<file path="config.mk">
export PLATFORM = sky130hd
export DESIGN_NAME = fullconn_wupdate_l1
export DESIGN_NICKNAME = d
export VERILOG_FILES = /design/src/rtl/fullconn_wupdate_l1.sv
export SDC_FILE = /design/constraint.sdc
export NUM_CORES = 2
export LEC_CHECK = 0
export ABC_CLOCK_PERIOD_IN_PS = 11300
export CAP_MARGIN = 0
export CELL_PAD_IN_SITES_DETAIL_PLACEMENT = 0
export CELL_PAD_IN_SITES_GLOBAL_PLACEMENT = 1
export CORE_UTILIZATION = 33
export DETAILED_ROUTE_END_ITERATION = 16
export GPL_TIMING_DRIVEN = 0
export PLACE_DENSITY_LB_ADDON = 0.1
export SETUP_SLACK_MARGIN = 0.5
export SYNTH_ARGS = -nofsm -noshare
export SYNTH_HDL_FRONTEND = slang
export SYNTH_SLANG_ARGS = --single-unit
</file>
<file path="constraint.sdc">
create_clock -name CLK -period 11.3 [get_ports CLK]
set_input_delay 2.26 -clock CLK [delete_from_list [all_inputs] [get_ports CLK]]
set_output_delay 2.26 -clock CLK [all_outputs]
set_load 0.02 [all_outputs]
</file>
<file path="src/rtl/fullconn_wupdate_l1.sv">
// Layer-1 weight store: correlates delta/x bitstreams over a window, commits saturated sign/magnitude
// weights and regenerates alpha/SIGN_alpha bitstreams. Optional direct weight load: FULLCONN_WLOAD_EN.
module fullconn_wupdate_l1 #(
    parameter int N_H   = 8,
    parameter int N_X   = 5,
    parameter int WBITS = 8,
    parameter int LBITS = 10,
    parameter int WIN   = 512,
    parameter int SHIFT = 4
) (
    input  logic                        CLK,
    input  logic                        INIT,
    input  logic [N_X-1:0]              x,
    input  logic [N_H-1:0]              delta,
    input  logic [N_H-1:0]              SIGN_delta,
    input  logic                        start,
`ifdef FULLCONN_WLOAD_EN
    input  logic                        wload,
    input  logic [$clog2(N_H*N_X)-1:0]  waddr,
    input  logic [WBITS:0]              wdata,
`endif
    output logic                        busy,
    output logic                        done,
    output logic [N_H*N_X-1:0]          alpha,
    output logic [N_H*N_X-1:0]          SIGN_alpha
);

    localparam int NW     = N_H * N_X;
    localparam int ADDR_W = $clog2(N_H * N_X);
    localparam int SW     = ((LBITS > WBITS) ? LBITS : WBITS) + 2;

    localparam logic [15:0]             LFSR_SEED = 16'hACE1;
    localparam logic [LBITS-1:0]        CNT_LAST  = LBITS'(WIN - 32'sd1);
    localparam logic [LBITS-1:0]        CNT_ZERO  = {LBITS{1'b0}};
    localparam logic [LBITS-1:0]        CNT_ONE   = {{(LBITS-1){1'b0}}, 1'b1};
    localparam logic signed [LBITS:0]   ACC_ZERO  = {(LBITS+1){1'b0}};
    localparam logic signed [LBITS:0]   ACC_P1    = {{LBITS{1'b0}}, 1'b1};
    localparam logic signed [LBITS:0]   ACC_M1    = {(LBITS+1){1'b1}};
    localparam logic signed [SW-1:0]    W_MAX     = $signed({{(SW-WBITS){1'b0}}, {WBITS{1'b1}}});
    localparam logic signed [SW-1:0]    SW_ZERO   = {SW{1'b0}};

    typedef enum logic [1:0] {
        S_IDLE   = 2'd0,
        S_ACCUM  = 2'd1,
        S_COMMIT = 2'd2
    } state_t;

    state_t                     state_r;
    state_t                     state_s;
    logic [LBITS-1:0]           cnt_r;
    logic [15:0]                lfsr_r;
    logic                       busy_r;
    logic                       done_r;
    logic [NW-1:0]              alpha_r;
    logic [NW-1:0]              sign_alpha_r;
    logic [NW-1:0]              w_sign_r;
    logic [WBITS-1:0]           w_mag_r [NW];
    logic signed [LBITS:0]      acc_r   [NW];
    logic [WBITS-1:0]           rnd_s   [NW];

    // Random threshold: low WBITS bits of the LFSR rotated left by rot.
    function automatic logic [WBITS-1:0] rnd_slice(input logic [15:0] l, input int rot);
        logic [WBITS-1:0] r;
        for (int j = 0; j < WBITS; j++) begin
            r[j] = l[4'((j - rot + 16) % 16)];
        end
        return r;
    endfunction

    // New weight = saturate(w + (acc >>> SHIFT)), returned as {sign, magnitude} with -0 folded to +0.
    function automatic logic [WBITS:0] commit_w(input logic s, input logic [WBITS-1:0] m,
                                                input logic signed [LBITS:0] a);
        logic signed [SW-1:0] wv;
        logic signed [SW-1:0] av;
        logic signed [SW-1:0] sum;
        logic [WBITS:0]       res;
        wv  = $signed({{(SW-WBITS){1'b0}}, m});
        wv  = s ? -wv : wv;
        av  = $signed({{(SW-LBITS-1){a[LBITS]}}, a});
        av  = av >>> SHIFT;
        sum = wv + av;
        if (sum > W_MAX) begin
            res = {1'b0, {WBITS{1'b1}}};
        end else if (sum < -W_MAX) begin
            res = {1'b1, {WBITS{1'b1}}};
        end else if (sum < SW_ZERO) begin
            res = {1'b1, WBITS'(-sum)};
        end else begin
            res = {1'b0, WBITS'(sum)};
        end
        return res;
    endfunction

    // Window sequencing: IDLE -> ACCUM for WIN cycles -> one COMMIT cycle.
    always_comb begin
        state_s = state_r;
        case (state_r)
            S_IDLE: begin
                if (start) state_s = S_ACCUM;
                else       state_s = S_IDLE;
            end
            S_ACCUM: begin
                if (cnt_r == CNT_LAST) state_s = S_COMMIT;
                else                   state_s = S_ACCUM;
            end
            S_COMMIT: state_s = S_IDLE;
            default:  state_s = S_IDLE;
        endcase
    end

    // State, window counter and registered handshake outputs.
    always_ff @(posedge CLK or negedge INIT) begin
        if (!INIT) begin
            state_r <= S_IDLE;
            cnt_r   <= CNT_ZERO;
            busy_r  <= 1'b0;
            done_r  <= 1'b0;
        end else begin
            state_r <= state_s;
            busy_r  <= (state_s != S_IDLE);
            done_r  <= (state_r == S_COMMIT);
            if (state_r == S_ACCUM) cnt_r <= cnt_r + CNT_ONE;
            else                    cnt_r <= CNT_ZERO;
        end
    end

    // Free-running Fibonacci LFSR, taps 16,14,13,11.
    always_ff @(posedge CLK or negedge INIT) begin
        if (!INIT) begin
            lfsr_r <= LFSR_SEED;
        end else begin
            lfsr_r <= {lfsr_r[0] ^ lfsr_r[2] ^ lfsr_r[3] ^ lfsr_r[5], lfsr_r[15:1]};
        end
    end

    // Per-weight threshold slices of the LFSR.
    always_comb begin
        for (int i = 0; i < NW; i++) begin
            rnd_s[i] = rnd_slice(lfsr_r, (3 * i) % 16);
        end
    end

    // Accumulate correlations in ACCUM, commit in COMMIT, optional direct load in IDLE.
    always_ff @(posedge CLK or negedge INIT) begin
        if (!INIT) begin
            for (int i = 0; i < NW; i++) begin
                w_sign_r[i] <= 1'b0;
                w_mag_r[i]  <= {WBITS{1'b0}};
                acc_r[i]    <= ACC_ZERO;
            end
        end else begin
            for (int h = 0; h < N_H; h++) begin
                for (int k = 0; k < N_X; k++) begin
                    if (state_r == S_ACCUM) begin
                        // Descent: a negative delta pushes the weight up.
                        if (delta[h] && x[k]) begin
                            acc_r[h*N_X+k] <= acc_r[h*N_X+k] + (SIGN_delta[h] ? ACC_P1 : ACC_M1);
                        end
                    end else if (state_r == S_COMMIT) begin
                        {w_sign_r[h*N_X+k], w_mag_r[h*N_X+k]} <=
                            commit_w(w_sign_r[h*N_X+k], w_mag_r[h*N_X+k], acc_r[h*N_X+k]);
                        acc_r[h*N_X+k] <= ACC_ZERO;
                    end
`ifdef FULLCONN_WLOAD_EN
                    else if (wload && (waddr == ADDR_W'(h*N_X+k))) begin
                        w_sign_r[h*N_X+k] <= wdata[WBITS] & (|wdata[WBITS-1:0]);
                        w_mag_r[h*N_X+k]  <= wdata[WBITS-1:0];
                    end
`endif
                end
            end
        end
    end

    // Registered bitstreams: alpha fires when magnitude beats the random threshold.
    always_ff @(posedge CLK or negedge INIT) begin
        if (!INIT) begin
            alpha_r      <= {NW{1'b0}};
            sign_alpha_r <= {NW{1'b0}};
        end else begin
            for (int i = 0; i < NW; i++) begin
                alpha_r[i] <= (w_mag_r[i] > rnd_s[i]);
            end
            sign_alpha_r <= w_sign_r;
        end
    end

    assign busy       = busy_r;
    assign done       = done_r;
    assign alpha      = alpha_r;
    assign SIGN_alpha = sign_alpha_r;

endmodule
</file>
== After elaboration in Yosys (flattened, before gate mapping) ==
Index checks and enable logic that the tools add are counted.

* Register bits: 873
* Input bits: 24
* Output and inout bits: 82
* Word-level logic and storage cells: 756

* Add/sub/neg operators: 161
* $lt $le $gt $ge: 123
* Equality and inequality tests: 43
* Muxes and demuxes: 253
* Bitwise operators: 4
* Reductions and logical operators: 84

{| class="wikitable"
|+ Operator list
! cell !! number
|-
| 9-bit two-way mux || 120
|-
| 11-bit two-way mux || 89
|-
| 12-bit by 7-bit adder with 12-bit output || 40
|-
| 12-bit by 9-bit > comparator with 1-bit output (second input constant) || 40
|-
| 12-bit by 1-bit < comparator with 1-bit output (second input constant) || 40
|-
| 12-bit by 9-bit < comparator with 1-bit output (second input constant) || 40
|-
| 12-bit two-way mux || 40
|-
| 8-bit negator with 12-bit output || 40
|-
| 11-bit adder || 40
|-
| 8-bit negator || 40
|-
| 2-bit AND reduction || 41
|-
| 2-bit by 1-bit inequality test with 1-bit output (second input constant) || 40
|-
| 1-bit logical AND || 40
|-
| 8-bit > comparator || 3
|-
| 10-bit by 1-bit adder with 10-bit output (second input constant) || 1
|-
| 10-bit by 9-bit equality test with 1-bit output (second input constant) || 1
|-
| 10-bit two-way mux || 1
|-
| 2-bit one-hot mux with 2 select lines || 1
|-
| 2-bit nonzero test || 2
|-
| 1-bit XOR || 3
|-
| 2-bit by 1-bit equality test with 1-bit output (second input constant) || 1
|-
| 2-bit equality test (second input constant) || 1
|-
| 2-bit zero test || 1
|-
| 2-bit two-way mux || 1
|-
| 2 further kinds || 2
|}

== Longest topological paths before layout ==
* Depth after elaboration: 7
* Depth in mapped cells: 22
* Depth with buffers taken out: 21

== Worst setup path after synthesis ==
No wires, ideal clock.

* Path type: input -> register
* Start point: input port SIGN_delta[2]
* End point: register acc_r[307] (netlist bit)
* Library setup time: 0.069 ns
* Arrival: 5.938 ns
* Required time: 11.231 ns
* Path slack: 5.292 ns
* Cell stages on the path: 11
* Cells stage by stage: inv_1 > clkbuf_1 > clkbuf_1 > ha_1 > nor2b_1 > o21ai_0 > a21oi_1 > o41ai_1 > mux2i_1 > or4_1 > nand3_1

* Cells in the longest elaborated chain, start to end: 4

{| class="wikitable"
|+ Ends and longest elaborated chain
! element !! line !! source
|-
| start, declared || 15 || <nowiki>input logic [N_H-1:0] SIGN_delta,</nowiki>
|-
| 11-bit two-way mux || 157 || <nowiki>acc_r[h*N_X+k] <= acc_r[h*N_X+k] + (SIGN_delta[h] ? ACC_P1 : ACC_M1);</nowiki>
|-
| 11-bit adder || 157 ||
|-
| 11-bit two-way mux || 156 || <nowiki>if (delta[h] && x[k]) begin</nowiki>
|-
| 11-bit two-way mux || 154 || <nowiki>if (state_r == S_ACCUM) begin</nowiki>
|-
| end signal, assigned by index || 157 ||
|-
| end, declared || 58 || <nowiki>logic signed [LBITS:0] acc_r [NW];</nowiki>
|}

No other way between the ends. The select of a mux whose other input is x is not followed.
A chain may end at the register's enable or synchronous reset.

== Final worst setup path ==
* Start point: input port SIGN_delta[3]
* End point: register acc_r[274] (netlist bit)

The elaborated chain is that of the path after synthesis.

==> reports/qor.yml <==
dp_slack_ns: 3.716
area_growth_pct: 11.67
slew_headroom: 0.06858
rows: 189
vias: 78640
fp.dieW_um: 517.9
yosysTopAreaCell: "dfrtp_1"
cp.required_ns: 12.02
die_y_um: 517.9
min_to: "lfsr_r[11]$_DFF_PN1_"
netlist_area_mm2: 0.08783
arrival_ns: 7.44
start_kind: "input pin"
worst_slew_pin_slew_ns: 1.397
ys_seq_elements: 873
clock-sinks: 873
timing.setup.tns_ns: 0
hpwlAfterDp_mm: 203.8
r2r_end: "w_sign_r[19]$_DFFE_PN0P_"
synth_edf_count: 0
fill_cells: 27270
drive_gt1_frac: 0.05527
clockRootBuffer: "clkbuf_16"
dp.cells: 14150
hold_viol: 0
leakage_nw: 44.55
place_congestion: 0.8236
rsz0062_at_grt: "no"
reg2reg_slack_ns: 4.83
core_region_area_mm2: 0.2649
finalSetupViolations: 0
pwr-share-clk: 0.221
yosys_warnings: 0
drc_errors: 0
synth-async-reset-ratio: 1.000
synth_flop_cell: "dfrtp_1"
swShare: 0.4378
startpoint: "SIGN_delta[3]"
netlist_top_cells_area: "dfrtp_1 25%, ha_1 14%, xnor2_1 7.1%"
final_nets: 11840
holdBufCountCts: 0
ant_nets: 0
grt-ovfl-total: 0
yosys.area.top_type_share: 0.2465
internal-power_mw: 11.17
start_util: 0.3316
outcome: "finished clean"
seqCellArea_mm2: 0.02186
dieArea_mm2: 0.2682
peakVddDrop_v: 0.0001673
min_from: "lfsr_r[12]$_DFF_PN0_"
r2r-start: "state_r[0]$_DFF_PN0_"
clk_pin_slew_ns: 0.06
drv_slew: 0
cap_violations: 0
grt_max_degree: 147
grt_use_total: 0.2006
post-route-period-util: 0.5942
fin_area_mm2: 0.09808
routedWlPerCell_um: 19.15
final.min_clock_period_ns: 6.714
r2r_cells: 9
io_pins: 106
critPathKind: "in -> reg"
synth.most_common_cell: "ha_1"
cts_setup_buffers: 0
antenna_found_initial: 15
via_per_inst: 5.465
finalWirelength_mm: 275.5
drt_iter0_markers: 4114
power_density_mw_per_mm2: 202.5
grt_pass1_vias: 77580
whs_path_depth: 0
whs_ns: 0.3509
clock_latency_ns: 0.80
crit_fanout: 34
port_buffers: 64
combinationalPowerShare: 0.540
cts-htree-levels: 4
cts_tree: "yes"
grt_pass1_wl_mm: 435.5
p_switching_mw: 8.696
firstDrtPassIters: 5
cts-resized-gates: 0
yosysSeqAreaShare: 0.2488
multi_input_area_mm2: 0.06238
skew_ns: 0.03177
setup_ws_ns: 4.586
numCtsBuffers: 133
sequentialPowerShare: 0.239
end_kind: "flop"
synthTopCellsByCount: "985 x ha_1, 875 x o21ai_0, 865 x dfrtp_1, 715 x xnor2_1, 700 x nor2_1"
avgSynthCellArea_um2: 8.366
yosysUniqueCellTypes: 97
place_area_mm2: 0.09354
synthCells: 10500
clk_path_buf_depth: 3
min_path_type: "reg -> reg"
max_freq_mhz: 148.9
stdcell_count: 14390
==> cells in the final DEF, fill, tap and decap left out, types with 60 or more instances in the layout <==
cell type        count
a21oi_1            668
clkdlybuf4s50_1     63
or2_2              100
xnor2_1            715
and3_1              90
mux2i_1             86
clkbuf_1           274
a31oi_1            127
fa_1                80
nor2_1             700
nand2_1            564
a21o_1             228
xor2_1             271
clkbuf_16          137
o211ai_1            64
or3_1              132
a311oi_1            67
ha_1               985
inv_1              581
nor2b_1            113
or4_1               60
nand2b_1           176
o21ai_0            875
nor4_1              76
o21bai_1           133
o21a_1             171
nor3b_1            153
nand3_1            552
nor3_1             210
o31ai_1            146
a211oi_1           174
dfrtp_1            865
==> routing by layer <==
| metal | GRT usage | vias to the layer above | share of wire |
|---|---|---|---|
| met5 | 0 | - | 0.000029 |
| met4 | 0.05038 | 2 | 0.022 |
| met3 | 0.02091 | 279 | 0.029 |
| met2 | 0.3391 | 1025 | 0.46 |
| met1 | 0.2713 | 37980 | 0.48 |
| li1 | - | 39350 | - |
==> worst max-delay path: stages <==
cell	delay, ns
clkdlybuf4s50_1	1.15
clkinv_1	0.78
clkbuf_2	0.57
buf_12	0.32
ha_1	0.36
nor2b_1	0.14
o21ai_0	0.23
a21oi_1	0.15
o41ai_1	0.65
mux2i_1	0.21
or4_1	0.50
nand3_1	0.08
==> cell type report <==
type | count | share of cell area
diodes | 2 | 0.00005103
plain buffers | 351 | 0.01584
clock buffers | 193 | 0.04047
clock inverters | 44 | 0.005741
inverters | 594 | 0.02278
multi-input cells | 8716 | 0.6360
flip-flops and latches | 873 | 0.2228
well taps | 3533 | 0.04507
repair buffers | 84 | 0.01118
==> how the worst max path moves through the flow <==
stage               cells past startpoint                     end
global route                           12  acc_r[274]$_DFFE_PN0P_
floorplan                              11  acc_r[307]$_DFFE_PN0P_
finish                                 12  acc_r[274]$_DFFE_PN0P_
global placement                        1  acc_r[206]$_DFFE_PN0P_
CTS                                    12  acc_r[274]$_DFFE_PN0P_
detailed placement                     12  acc_r[274]$_DFFE_PN0P_
==> metrics by stage <==
stage | utilization | total power, mW
final | 0.3703 | 19.86
after global routing | 0.3703 | 21.71
after CTS | 0.3703 | 20.03
after detailed placement | 0.3532 | 15.44
after global placement | 0.3512 | 15.27
after floorplan | - | 13.07
==> state kept, by name, indices dropped and copies added, names as in the netlist <==
register and count:
SIGN_alpha 40, acc_r 440, alpha 3, busy 1
cnt_r 10, done 1, lfsr_r 16, state_r 2
w_mag_r 320, w_sign_r 40
==> cells by family after synthesis <==
logic type / count (synthesis) / synth area share
buffers and inverters: 945 / 0.04247
AO/OA/AOI/OAI: 3340 / 0.2520
multiplexers: 110 / 0.01288
XOR/XNOR: 986 / 0.09832
AND/OR/NAND/NOR: 3178 / 0.1869
other: 1 / 0.00004270
flip-flops: 873 / 0.2488
adder cells (fa/ha/maj): 1065 / 0.1586
==> power by group through the flow <==
stage	clock [mW]	sequential, mW	combinational, mW
2_1_floorplan	0	4.47	8.61
3_3_place_gp	0	4.81	10.5
3_5_place_dp	0	4.81	10.6
4_1_cts	4.56	4.77	10.7
5_1_grt	4.66	4.88	12.2
6_report	4.39	4.75	10.7
(Power assumes the default switching activity.)
